$ cat config.mk
export PLATFORM = sky130hd
export DESIGN_NAME = ram_req_arbiter_flat
export DESIGN_NICKNAME = d
export VERILOG_FILES = /design/src/rtl/ram_req_arbiter_if.sv /design/src/rtl/ram_req_arbiter.sv /design/src/flat_wrapper.sv
export SDC_FILE = /design/constraint.sdc
export NUM_CORES = 1
export LEC_CHECK = 0
export ABC_AREA = 1
export CAP_MARGIN = 15
export CORE_ASPECT_RATIO = 1.2
export CORE_MARGIN = 4
export CORE_UTILIZATION = 41
export DETAILED_ROUTE_END_ITERATION = 8
export PLACE_DENSITY = 0.85
export REMOVE_ABC_BUFFERS = 1
export SLEW_MARGIN = 20
export SYNTH_ARGS = -nofsm -noshare
export SYNTH_HDL_FRONTEND = slang
export SYNTH_SLANG_ARGS = --single-unit
$ cat constraint.sdc
create_clock -name CLK -period 1.5 [get_ports CLK]
set_input_delay 0.45 -clock CLK [delete_from_list [all_inputs] [get_ports CLK]]
set_output_delay 0.45 -clock CLK [all_outputs]
set_load 0.01 [all_outputs]
$ cat src/rtl/ram_req_arbiter_if.sv
// Requester-side and SDRAM-side signal bundle for ram_req_arbiter.
// The slave modport is the arbiter's view; master is the requesters plus memory.
interface ram_req_arbiter_if #(
   parameter int N_REQ      = 2,
   parameter int ADDR_WIDTH = 23,
   parameter int DATA_WIDTH = 16
);
   localparam int BW = DATA_WIDTH / 8;

   logic [N_REQ-1:0]            REQ;
   logic [N_REQ*ADDR_WIDTH-1:0] ADDR;
   logic [N_REQ-1:0]            WE;
   logic [N_REQ*DATA_WIDTH-1:0] DIN;
   logic [N_REQ*BW-1:0]         BE;
   logic [N_REQ-1:0]            ACK;
   logic                        ERR;
   logic [DATA_WIDTH-1:0]       DOUT;

   logic                        MEM_REQ;
   logic [ADDR_WIDTH-1:0]       MEM_ADDR;
   logic                        MEM_WE;
   logic [DATA_WIDTH-1:0]       MEM_DIN;
   logic [BW-1:0]               MEM_BE;
   logic                        MEM_ACK;
   logic [DATA_WIDTH-1:0]       MEM_DOUT;

   modport slave (
      input  REQ, ADDR, WE, DIN, BE,
      output ACK, ERR, DOUT,
      output MEM_REQ, MEM_ADDR, MEM_WE, MEM_DIN, MEM_BE,
      input  MEM_ACK, MEM_DOUT
   );

   modport master (
      output REQ, ADDR, WE, DIN, BE,
      input  ACK, ERR, DOUT,
      input  MEM_REQ, MEM_ADDR, MEM_WE, MEM_DIN, MEM_BE,
      output MEM_ACK, MEM_DOUT
   );
endinterface

$ cat src/rtl/ram_req_arbiter.sv
// Round-robin arbiter sharing one SDRAM request port among N_REQ requesters,
// with a watchdog that aborts a transaction whose MEM_ACK never arrives.
module ram_req_arbiter #(
   parameter int N_REQ      = 2,
   parameter int ADDR_WIDTH = 23,
   parameter int DATA_WIDTH = 16,
   parameter int TIMEOUT    = 63
) (
   input  logic               CLK,
   input  logic               RESET_n,
   ram_req_arbiter_if.slave   bus
);
   localparam int BW = DATA_WIDTH / 8;
   localparam int SW = (N_REQ > 1) ? $clog2(N_REQ) : 1;
   localparam int WW = (TIMEOUT > 1) ? $clog2(TIMEOUT + 1) : 1;

   typedef enum logic [1:0] {
      S_IDLE = 2'd0,
      S_WAIT = 2'd1,
      S_DONE = 2'd2
   } state_t;

   state_t                r_state;
   state_t                w_next;

   logic [SW-1:0]         r_rr;
   logic [SW-1:0]         r_sel;
   logic [SW-1:0]         w_win;
   logic [SW:0]           w_idx;
   logic                  w_any;
   logic [SW-1:0]         w_rr_nxt;

   logic [WW-1:0]         r_wdog;
   logic                  r_abort;
   logic                  w_tmo;

   logic                  r_mem_req;
   logic [ADDR_WIDTH-1:0] r_mem_addr;
   logic                  r_mem_we;
   logic [DATA_WIDTH-1:0] r_mem_din;
   logic [BW-1:0]         r_mem_be;
   logic [DATA_WIDTH-1:0] r_dout;

   logic [N_REQ-1:0]      w_ack;
   logic                  w_err;

   // Scan downward over offsets so the smallest offset from r_rr wins.
   always_comb begin
      w_any = |bus.REQ;
      w_win = r_rr;
      w_idx = '0;
      for (int k = N_REQ - 1; k >= 0; k--) begin
         w_idx = {1'b0, r_rr} + (SW+1)'(k);
         if (w_idx >= (SW+1)'(N_REQ)) begin
            w_idx = w_idx - (SW+1)'(N_REQ);
         end
         if (bus.REQ[w_idx[SW-1:0]]) begin
            w_win = w_idx[SW-1:0];
         end
      end
   end

   assign w_tmo    = (r_wdog == WW'(TIMEOUT - 1));
   assign w_rr_nxt = (r_sel == SW'(N_REQ - 1)) ? '0 : r_sel + SW'(1);

   always_ff @(posedge CLK or negedge RESET_n) begin
      if (!RESET_n) begin
         r_state <= S_IDLE;
      end else begin
         r_state <= w_next;
      end
   end

   always_comb begin
      w_next = r_state;
      unique case (r_state)
         S_IDLE: begin
            if (w_any) begin
               w_next = S_WAIT;
            end
         end
         S_WAIT: begin
            if (bus.MEM_ACK || w_tmo) begin
               w_next = S_DONE;
            end
         end
         S_DONE: begin
            w_next = S_IDLE;
         end
         default: begin
            w_next = S_IDLE;
         end
      endcase
   end

   always_comb begin
      w_ack = '0;
      w_err = 1'b0;
      if (r_state == S_DONE) begin
         w_ack[r_sel] = 1'b1;
         w_err        = r_abort;
      end
   end

   // MEM_ACK is checked first so it beats a watchdog expiry in the same cycle.
   always_ff @(posedge CLK or negedge RESET_n) begin
      if (!RESET_n) begin
         r_rr       <= '0;
         r_sel      <= '0;
         r_wdog     <= '0;
         r_abort    <= 1'b0;
         r_mem_req  <= 1'b0;
         r_mem_addr <= '0;
         r_mem_we   <= 1'b0;
         r_mem_din  <= '0;
         r_mem_be   <= '0;
         r_dout     <= '0;
      end else begin
         unique case (r_state)
            S_IDLE: begin
               if (w_any) begin
                  r_sel      <= w_win;
                  r_mem_req  <= 1'b1;
                  r_mem_addr <= bus.ADDR[w_win*ADDR_WIDTH +: ADDR_WIDTH];
                  r_mem_we   <= bus.WE[w_win];
                  r_mem_din  <= bus.DIN[w_win*DATA_WIDTH +: DATA_WIDTH];
                  r_mem_be   <= bus.BE[w_win*BW +: BW];
                  r_wdog     <= '0;
               end
            end
            S_WAIT: begin
               if (bus.MEM_ACK) begin
                  r_mem_req <= 1'b0;
                  if (!r_mem_we) begin
                     r_dout <= bus.MEM_DOUT;
                  end
               end else if (w_tmo) begin
                  r_mem_req <= 1'b0;
                  r_abort   <= 1'b1;
               end else begin
                  r_wdog <= r_wdog + WW'(1);
               end
            end
            S_DONE: begin
               r_rr    <= w_rr_nxt;
               r_abort <= 1'b0;
            end
            default: begin
            end
         endcase
      end
   end

   assign bus.ACK      = w_ack;
   assign bus.ERR      = w_err;
   assign bus.DOUT     = r_dout;
   assign bus.MEM_REQ  = r_mem_req;
   assign bus.MEM_ADDR = r_mem_addr;
   assign bus.MEM_WE   = r_mem_we;
   assign bus.MEM_DIN  = r_mem_din;
   assign bus.MEM_BE   = r_mem_be;
endmodule

$ cat src/flat_wrapper.sv
// flat-port wrapper written by rule: the top's interface ports become plain ports
module ram_req_arbiter_flat 
#(
   parameter int N_REQ      = 2,
   parameter int ADDR_WIDTH = 23,
   parameter int DATA_WIDTH = 16,
   parameter int TIMEOUT    = 63
)
  (CLK, RESET_n, bus_REQ, bus_ADDR, bus_WE, bus_DIN, bus_BE, bus_ACK, bus_ERR, bus_DOUT, bus_MEM_REQ, bus_MEM_ADDR, bus_MEM_WE, bus_MEM_DIN, bus_MEM_BE, bus_MEM_ACK, bus_MEM_DOUT);
  ram_req_arbiter_if #(.N_REQ(N_REQ), .ADDR_WIDTH(ADDR_WIDTH), .DATA_WIDTH(DATA_WIDTH)) bus_i ();
  input  logic CLK;
  input  logic RESET_n;
  input wire logic [$bits(bus_i.REQ)-1:0] bus_REQ;
  input wire logic [$bits(bus_i.ADDR)-1:0] bus_ADDR;
  input wire logic [$bits(bus_i.WE)-1:0] bus_WE;
  input wire logic [$bits(bus_i.DIN)-1:0] bus_DIN;
  input wire logic [$bits(bus_i.BE)-1:0] bus_BE;
  output wire logic [$bits(bus_i.ACK)-1:0] bus_ACK;
  output wire logic [$bits(bus_i.ERR)-1:0] bus_ERR;
  output wire logic [$bits(bus_i.DOUT)-1:0] bus_DOUT;
  output wire logic [$bits(bus_i.MEM_REQ)-1:0] bus_MEM_REQ;
  output wire logic [$bits(bus_i.MEM_ADDR)-1:0] bus_MEM_ADDR;
  output wire logic [$bits(bus_i.MEM_WE)-1:0] bus_MEM_WE;
  output wire logic [$bits(bus_i.MEM_DIN)-1:0] bus_MEM_DIN;
  output wire logic [$bits(bus_i.MEM_BE)-1:0] bus_MEM_BE;
  input wire logic [$bits(bus_i.MEM_ACK)-1:0] bus_MEM_ACK;
  input wire logic [$bits(bus_i.MEM_DOUT)-1:0] bus_MEM_DOUT;
  assign bus_i.REQ = bus_REQ;
  assign bus_i.ADDR = bus_ADDR;
  assign bus_i.WE = bus_WE;
  assign bus_i.DIN = bus_DIN;
  assign bus_i.BE = bus_BE;
  assign bus_ACK = bus_i.ACK;
  assign bus_ERR = bus_i.ERR;
  assign bus_DOUT = bus_i.DOUT;
  assign bus_MEM_REQ = bus_i.MEM_REQ;
  assign bus_MEM_ADDR = bus_i.MEM_ADDR;
  assign bus_MEM_WE = bus_i.MEM_WE;
  assign bus_MEM_DIN = bus_i.MEM_DIN;
  assign bus_MEM_BE = bus_i.MEM_BE;
  assign bus_i.MEM_ACK = bus_MEM_ACK;
  assign bus_i.MEM_DOUT = bus_MEM_DOUT;
  ram_req_arbiter #(.N_REQ(N_REQ), .ADDR_WIDTH(ADDR_WIDTH), .DATA_WIDTH(DATA_WIDTH), .TIMEOUT(TIMEOUT)) u_core (.CLK(CLK), .RESET_n(RESET_n), .bus(bus_i));
endmodule
==> results of run 1 <==
[per-stage QoR]
stage | total power [mW] | setup TNS [ns] | instance area [um^2]
2_1_floorplan | 5.34 | -40.67 | 3330
6_report | 9.85 | -0.443 | 5800
4_1_cts | 9.01 | -0.358 | 5460
5_1_grt | 10.6 | -3.72 | 5800
3_3_place_gp | 8.05 | -13.01 | 5350
3_5_place_dp | 8.20 | -15.66 | 5350
[worst max-delay path, delay by kind of cell (launching register included)]
kind	cells	cell delay, ns
simple gates	2	0.22
buf+inv	3	0.27
flops	1	0.37
[power by group through the flow]
stage / clock (mW) / sequential (mW) / combinational [mW]
4_1_cts: 1.27 / 3.18 / 4.57
6_report: 1.25 / 3.24 / 5.36
2_1_floorplan: 0 / 3.53 / 1.82
3_3_place_gp: 0 / 3.19 / 4.85
3_5_place_dp: 0 / 3.21 / 5.00
5_1_grt: 1.37 / 3.33 / 5.87
[per-layer routing]
metal	vias up	part of all wire	global-route usage
met3	21	0.060	0.0449
met2	129	0.52	0.371
met1	1675	0.40	0.246
met4	0	0.022	0.0881
met5	-	0	0
li1	1848	-	-
[cell type report]
| class | instances | area, um^2 |
|---|---|---|
| clock buffers | 13 | 139 |
| multi-input cells | 347 | 1530 |
| fillers | 660 | 2400 |
| repair buffers | 206 | 2080 |
| flip-flops and latches | 70 | 1750 |
| well taps | 114 | 143 |
| clock inverters | 2 | 10.0 |
| inverters | 36 | 143 |
[layout by cell type (no fill, tap or decap), drive strengths merged, types with 15 or more instances in the layout]
cell,count
nand2,252
clkdlybuf4s50,103
dfrtp,70
nand3,55
buf,40
clkdlybuf4s15,38
inv,35
dlygate4sd2,21
o21ai,19
clkbuf,16
nor2,15
[logic make-up after synthesis]
logic type               Yosys count  synth area share
AO/OA/AOI/OAI                     22            0.0322
AND/OR/NAND/NOR                  322             0.375
XOR/XNOR                           1           0.00253
flip-flops                        70             0.506
adder cells (fa/ha/maj)            2           0.00723
buffers and inverters             60            0.0770
[flip-flops by register name, indices dropped and copies added, names as in the netlist]
signal,flops
u_core.r_rr,1
u_core.bus.DOUT,16
u_core.bus.MEM_DIN,16
u_core.r_state,2
u_core.bus.MEM_ADDR,23
u_core.r_wdog,6
u_core.bus.MEM_WE,1
u_core.bus.MEM_REQ,1
u_core.r_abort,1
u_core.r_sel,1
u_core.bus.MEM_BE,2
[worst min path at each step]
stage / from / endpoint / slack [ns]
final: u_core.bus.MEM_DIN[3]$_DFFE_PN0P_ / u_core.bus.MEM_DIN[3]$_DFFE_PN0P_ / 0.48
after global routing: u_core.bus.MEM_DIN[14]$_DFFE_PN0P_ / u_core.bus.MEM_DIN[14]$_DFFE_PN0P_ / 0.49
after CTS: u_core.bus.MEM_REQ$_DFFE_PN0P_ / u_core.bus.MEM_REQ$_DFFE_PN0P_ / 0.48
after detailed placement: RESET_n / u_core.bus.MEM_ADDR[5]$_DFFE_PN0P_ / 0.38
after global placement: RESET_n / u_core.bus.MEM_ADDR[5]$_DFFE_PN0P_ / 0.37
after floorplan: RESET_n / u_core.bus.DOUT[0]$_DFFE_PN0P_ / 0.15
[repair_timing]
action | 4_1_cts | 5_1_grt
hold endpoints to repair | 14 | 0
pin swaps | 1 | 9
gates resized for setup | 80 | 71
setup buffers | 3 | 13
setup endpoints to repair | 62 | 86
gates cloned | 0 | 4
hold buffers | 1 | 0
==> results.txt, run 1 <==
crit share post-route - 1.10
min Tclk post-route - 1.65 ns
DR WL/cell - 13.7 um
Worst-path clk slew - 0.07 ns
Yosys warnings - 0
CTS tree - done
PwrDens - 1700 mW/mm^2
Setup Skew - 0.00617 ns
pin count of the biggest net entering global routing - 43
Finish-stage setup viols - 15
Worst Setup SP - u_core.r_state[1]$_DFFE_PN0P_
Worst Tran Pin Value - 0.337 ns
beginning of the worst register-to-register path - u_core.r_state[1]$_DFFE_PN0P_
clock sink count - 70
Startpoint Class - flip-flop
maxcap violations - 0
P_int - 5.96 mW
Post-Syn Instances - 477
Synth Register Bits - 70
Clock Path Buffers - 2
CP Capture Point - bus_ACK[1]
violated checks - setup timing
Vias/cell - 4.66
die area - 0.00998 mm^2
initial drt markers - 173
row count - 36
total congestion overflow - 0
worst-path fanout max - 4
# diodes - 0
NetSw - 3.89 mW
CP peak stage delay - 0.37 ns
Core Box Area - 0.00820 mm^2
Final Non-Filler Cells - 788
Syn Area/Cell - 7.26 um^2
port bufs - 166
Sw Ratio - 0.395
post-DP HPWL - 7730 um
Initial Util - 0.422
ys flop type - dfrtp_1
Yosys top cell area share - 0.506
final worst slack - -0.145 ns
Min Hold Slack - 0.477 ns
Area growth, synth to finish - 67.6%
CP Cell Sequence - inv_2, nor2_4, inv_2, nor2_2, buf_2
final wirelength - 10800 um
pre-CTS setup slack - -0.332 ns
top cells by count, synth - 250 x nand2_1, 70 x dfrtp_1, 55 x nand3_1
DRT Pass-1 Iters - 4
VDD IR max - 0.773 mV
RSZ-0062 raised after global routing - true
LEAKAGE - 3.04 nW
power share of the sequential group - 0.329
Worst Hold Class - flip-flop to flip-flop
Hold Crit Depth - 2
CP Capture Type - output port
Die X-Extent - 91.9 um
first-pass GRT wire length - 16500 um
height of the chip - 109 um
GP Congestion - 0.806
layout cells sized above 1 - 0.135
top-level port count - 167
Synth area leaders - dfrtp_1 51%, nand2_1 27%, nand3_1 8.0%, inv_1 3.5%, buf_2 3.0%
Slew HR - 0.775
Req. time, crit path - 1.05 ns
CP Class - flip-flop to output port
Vias - 3673
Seq/Total Area, Yosys - 0.506
CTS Buf Count - 9
mapped cell area - 0.00346 mm^2
initial antenna violation count - 0
top cell type by total area after synthesis - dfrtp_1
Fin. Hold Viols - 0
Yosys cell types - 17
placed cell count - 754
final slew viol count - 0
FF-to-FF path depth - 10
combinational share of power - 0.545
# DRC - 0
GRT Resource Usage Total - 0.209
Nets - 777
ys async rst share - 1.00
Critical Path AT - 1.20 ns
number of synthesized flops with an enable pin - 0
H-tree Lvls - 3
final design utilization - 0.708
run status - finished with violations
post-route ant nets - 0
CP most frequent cell - inv_2
reg2reg end - u_core.r_wdog[1]$_DFFE_PN0P_
Root Driver - clkbuf_8
flop2flop setup slack - -0.02 ns
count leader, synth - nand2_1
Clk pwr share - 0.126
Fmax - 608 MHz
CP max stage cell - dfrtp_1
number of global-route vias before repair - 3508
clk_lat worst skew - 0.34 ns
Note: power is estimated with default switching activity, not from simulation.
==> run 2: changes to the inputs <==
--- a/config.mk
+++ b/config.mk
@@ -10,10 +10,10 @@
 export CORE_ASPECT_RATIO = 1.2
 export CORE_MARGIN = 4
 export CORE_UTILIZATION = 41
+export CTS_CLUSTER_DIAMETER = 120
 export DETAILED_ROUTE_END_ITERATION = 8
 export PLACE_DENSITY = 0.85
 export REMOVE_ABC_BUFFERS = 1
-export SLEW_MARGIN = 20
 export SYNTH_ARGS = -nofsm -noshare
 export SYNTH_HDL_FRONTEND = slang
 export SYNTH_SLANG_ARGS = --single-unit
==> results of run 2 <==
No change in the layout: final DEF, timing and power equal those of run 1.
==> run 3: changes to the inputs <==
--- a/config.mk
+++ b/config.mk
@@ -14,6 +14,7 @@
 export DETAILED_ROUTE_END_ITERATION = 8
 export PLACE_DENSITY = 0.85
 export REMOVE_ABC_BUFFERS = 1
+export SKIP_LAST_GASP = 1
 export SYNTH_ARGS = -nofsm -noshare
 export SYNTH_HDL_FRONTEND = slang
 export SYNTH_SLANG_ARGS = --single-unit
==> constraint.sdc (replaced) <==
create_clock -name CLK -period 1.5 [get_ports CLK]
set_input_delay 0.375 -clock CLK [delete_from_list [all_inputs] [get_ports CLK]]
set_output_delay 0.375 -clock CLK [all_outputs]
set_load 0.01 [all_outputs]
==> results.txt, run 3 (synthesized netlist as in run 1, its figures left out) <==
run status - finished with violations
violated checks - setup timing
LEAKAGE - 3.06 nW (+0.68%)
CP max stage cell - dfrtp_1
Crit path buffers/inverters - 3 (unchanged)
routed length on met2 - 5540 um (-0.73%)
Fin. Hold Viols - 0 (unchanged)
layout cells sized above 1 - 0.107 (-0.0279)
worst-path fanout max - 4 (unchanged)
post-DP HPWL - 7640 um (-1.1%)
Root Driver - clkbuf_8
Critical Path AT - 1.17 ns (-0.03 ns)
CP Capture Type - output port
min Tclk post-route - 1.55 ns (-0.0995 ns)
# diodes - 0 (unchanged)
Worst Hold Class - input port to async pin
commonest non-fill, non-tap cell in the layout - nand2_1
DRT Pass-1 Iters - 5 (+1)
crit share post-route - 1.03 (-0.0663)
Clock Path Buffers - 2 (unchanged)
final instance area - 0.00566 mm^2 (-2.5%)
Core Box Area - 0.00820 mm^2 (unchanged)
metal3 WL - 941 um (+45%)
GP Congestion - 0.811 (+0.61%)
final slew viol count - 0 (unchanged)
port bufs - 166 (unchanged)
Top delay family on crit path - flip-flops
CP Cell Sequence - inv_2, nor2_4, inv_2, nor2_2, buf_2
Req. time, crit path - 1.12 ns (+0.07 ns)
Nets - 765 (-1.5%)
maxcap violations - 0 (unchanged)
VDD IR max - 0.865 mV (+12%)
pin count of the biggest net entering global routing - 71 (+65%)
RSZ-0062 raised after global routing - true
CP most frequent cell - inv_2
Finish-stage setup viols - 3 (-12)
Vias - 3754 (+2.2%)
Startpoint Class - flip-flop
Metal-1 WL - 4110 um (-5.7%)
clock sink count - 70 (unchanged)
first-pass GRT wire length - 16700 um (+0.96%)
placed instance area - 0.00532 mm^2 (-0.65%)
GRT Resource Usage Total - 0.209 (about the same)
top-level port count - 167 (unchanged)
Area growth, synth to finish - 63.5%
die area - 0.00998 mm^2 (unchanged)
# DRC - 0 (unchanged)
number of global-route vias before repair - 3724 (+6.2%)
CTS tree - done
H-tree Lvls - 3 (unchanged)
Worst Setup SP - u_core.r_state[1]$_DFFE_PN0P_
PwrDens - 1730 mW/mm^2 (+2.2%)
CTS Hold Bufs - 0 (-1)
row count - 36 (unchanged)
final design utilization - 0.690 (-0.0174)
Worst-path clk slew - 0.08 ns (about the same)
beginning of the worst register-to-register path - u_core.r_state[0]$_DFFE_PN0P_
CP Class - flip-flop to output port
DR WL/cell - 14.0 um (+2.1%)
post-route ant nets - 0 (unchanged)
Largest register FFs - 23 (unchanged)
Slew HR - 0.749 (-0.0260)
final wirelength - 10900 um (+0.64%)
total congestion overflow - 0 (unchanged)
CP peak stage delay - 0.36 ns (about the same)
initial antenna violation count - 0 (unchanged)
most frequent cells in the layout - 242 x nand2_1, 103 x clkdlybuf4s50_1, 70 x dfrtp_1, 59 x dlygate4sd2_1, 53 x nand3_1
initial drt markers - 185 (+6.9%)
final worst slack - -0.0455 ns (+0.0995 ns)
Initial Util - 0.422 (unchanged)
clk_lat worst skew - 0.34 ns (about the same)
height of the chip - 109 um (unchanged)
Vias/cell - 4.83 (+3.7%)
DR top layer - met4
Die X-Extent - 91.9 um (unchanged)
CTS Buf Count - 9 (unchanged)
Fmax - 647 MHz (+6.4%)
Setup Skew - 0.00643 ns (+0.000253 ns)
Worst Tran Pin Value - 0.376 ns (+0.0390 ns)
run 3: area by class of cell:
class / instances / area, um^2
Fill cell: 692 / 2540
Timing Repair Buffer: 193 / 1890
Sequential cell: 70 / 1750
Multi-Input combinational cell: 347 / 1500
Inverter: 36 / 143
Tap cell: 114 / 143
Clock buffer: 9 / 124
Clock inverter: 7 / 98.8
Timing Repair inverter: 1 / 6.26
run 3: per-stage QoR:
step / total power [mW] / setup TNS, ns / setup WS, ns / hold slack, ns / instances
3_5_place_dp: 8.15 / -12.03 / -0.289 / 0.414 / 751
3_3_place_gp: 7.97 / -9.64 / -0.233 / 0.409 / 751
2_1_floorplan: 5.34 / -37.52 / -0.824 / 0.0794 / 453
4_1_cts: 9.36 / -1.82 / -0.0890 / 0.0346 / 768
5_1_grt: 10.5 / -1.77 / -0.121 / 0.0389 / 777
6_report: 9.82 / -0.0967 / -0.0455 / 0.00900 / 777
run 3: worst paths after layout:
kind | to | slack, ns | depth (start not counted)
worst max-delay path | bus_ACK[1] | -0.05 | 5
worst min-delay path | u_core.bus.MEM_DIN[13]$_DFFE_PN0P_ | 0.009 | 2
worst max register to register | u_core.bus.MEM_ADDR[6]$_DFFE_PN0P_ | 0 | 8
worst min register to register | u_core.bus.MEM_ADDR[10]$_DFFE_PN0P_ | 0.48 | 2
max in group asynchronous | u_core.bus.MEM_DIN[10]$_DFFE_PN0P_ | 1.17 | 2
min in group CLK | u_core.bus.MEM_ADDR[10]$_DFFE_PN0P_ | 0.48 | 2
run 3: routing by layer:
layer	track usage	vias up
met5	0	-
met4	0.0998	0
met3	0.0531	28
met2	0.368	166
met1	0.238	1728
li1	-	1832
run 3: worst reg2reg max path: stages (launching register included):
cell       delay [ns]
dfrtp_1          0.42
buf_4            0.16
inv_4            0.06
nand2_4          0.05
nor2_4           0.25
clkinv_4         0.15
clkbuf_16        0.20
nand2_2          0.06
nand2_1          0.05
run 3: report_power, final:
group          internal, mW  total (mW)  switching [mW]
Combinational          2.26        4.94            2.68
Sequential             2.72        3.18           0.464
Clock                 0.941        1.69           0.753
Total                  5.92        9.82            3.89
run 3: repair_timing:
item | in CTS | in global routing
cloned | 0 | 5
endpoints found under the setup margin | 62 | 54
setup buffers | 1 | 6
pin swaps | 1 | 4
resized for setup | 75 | 22
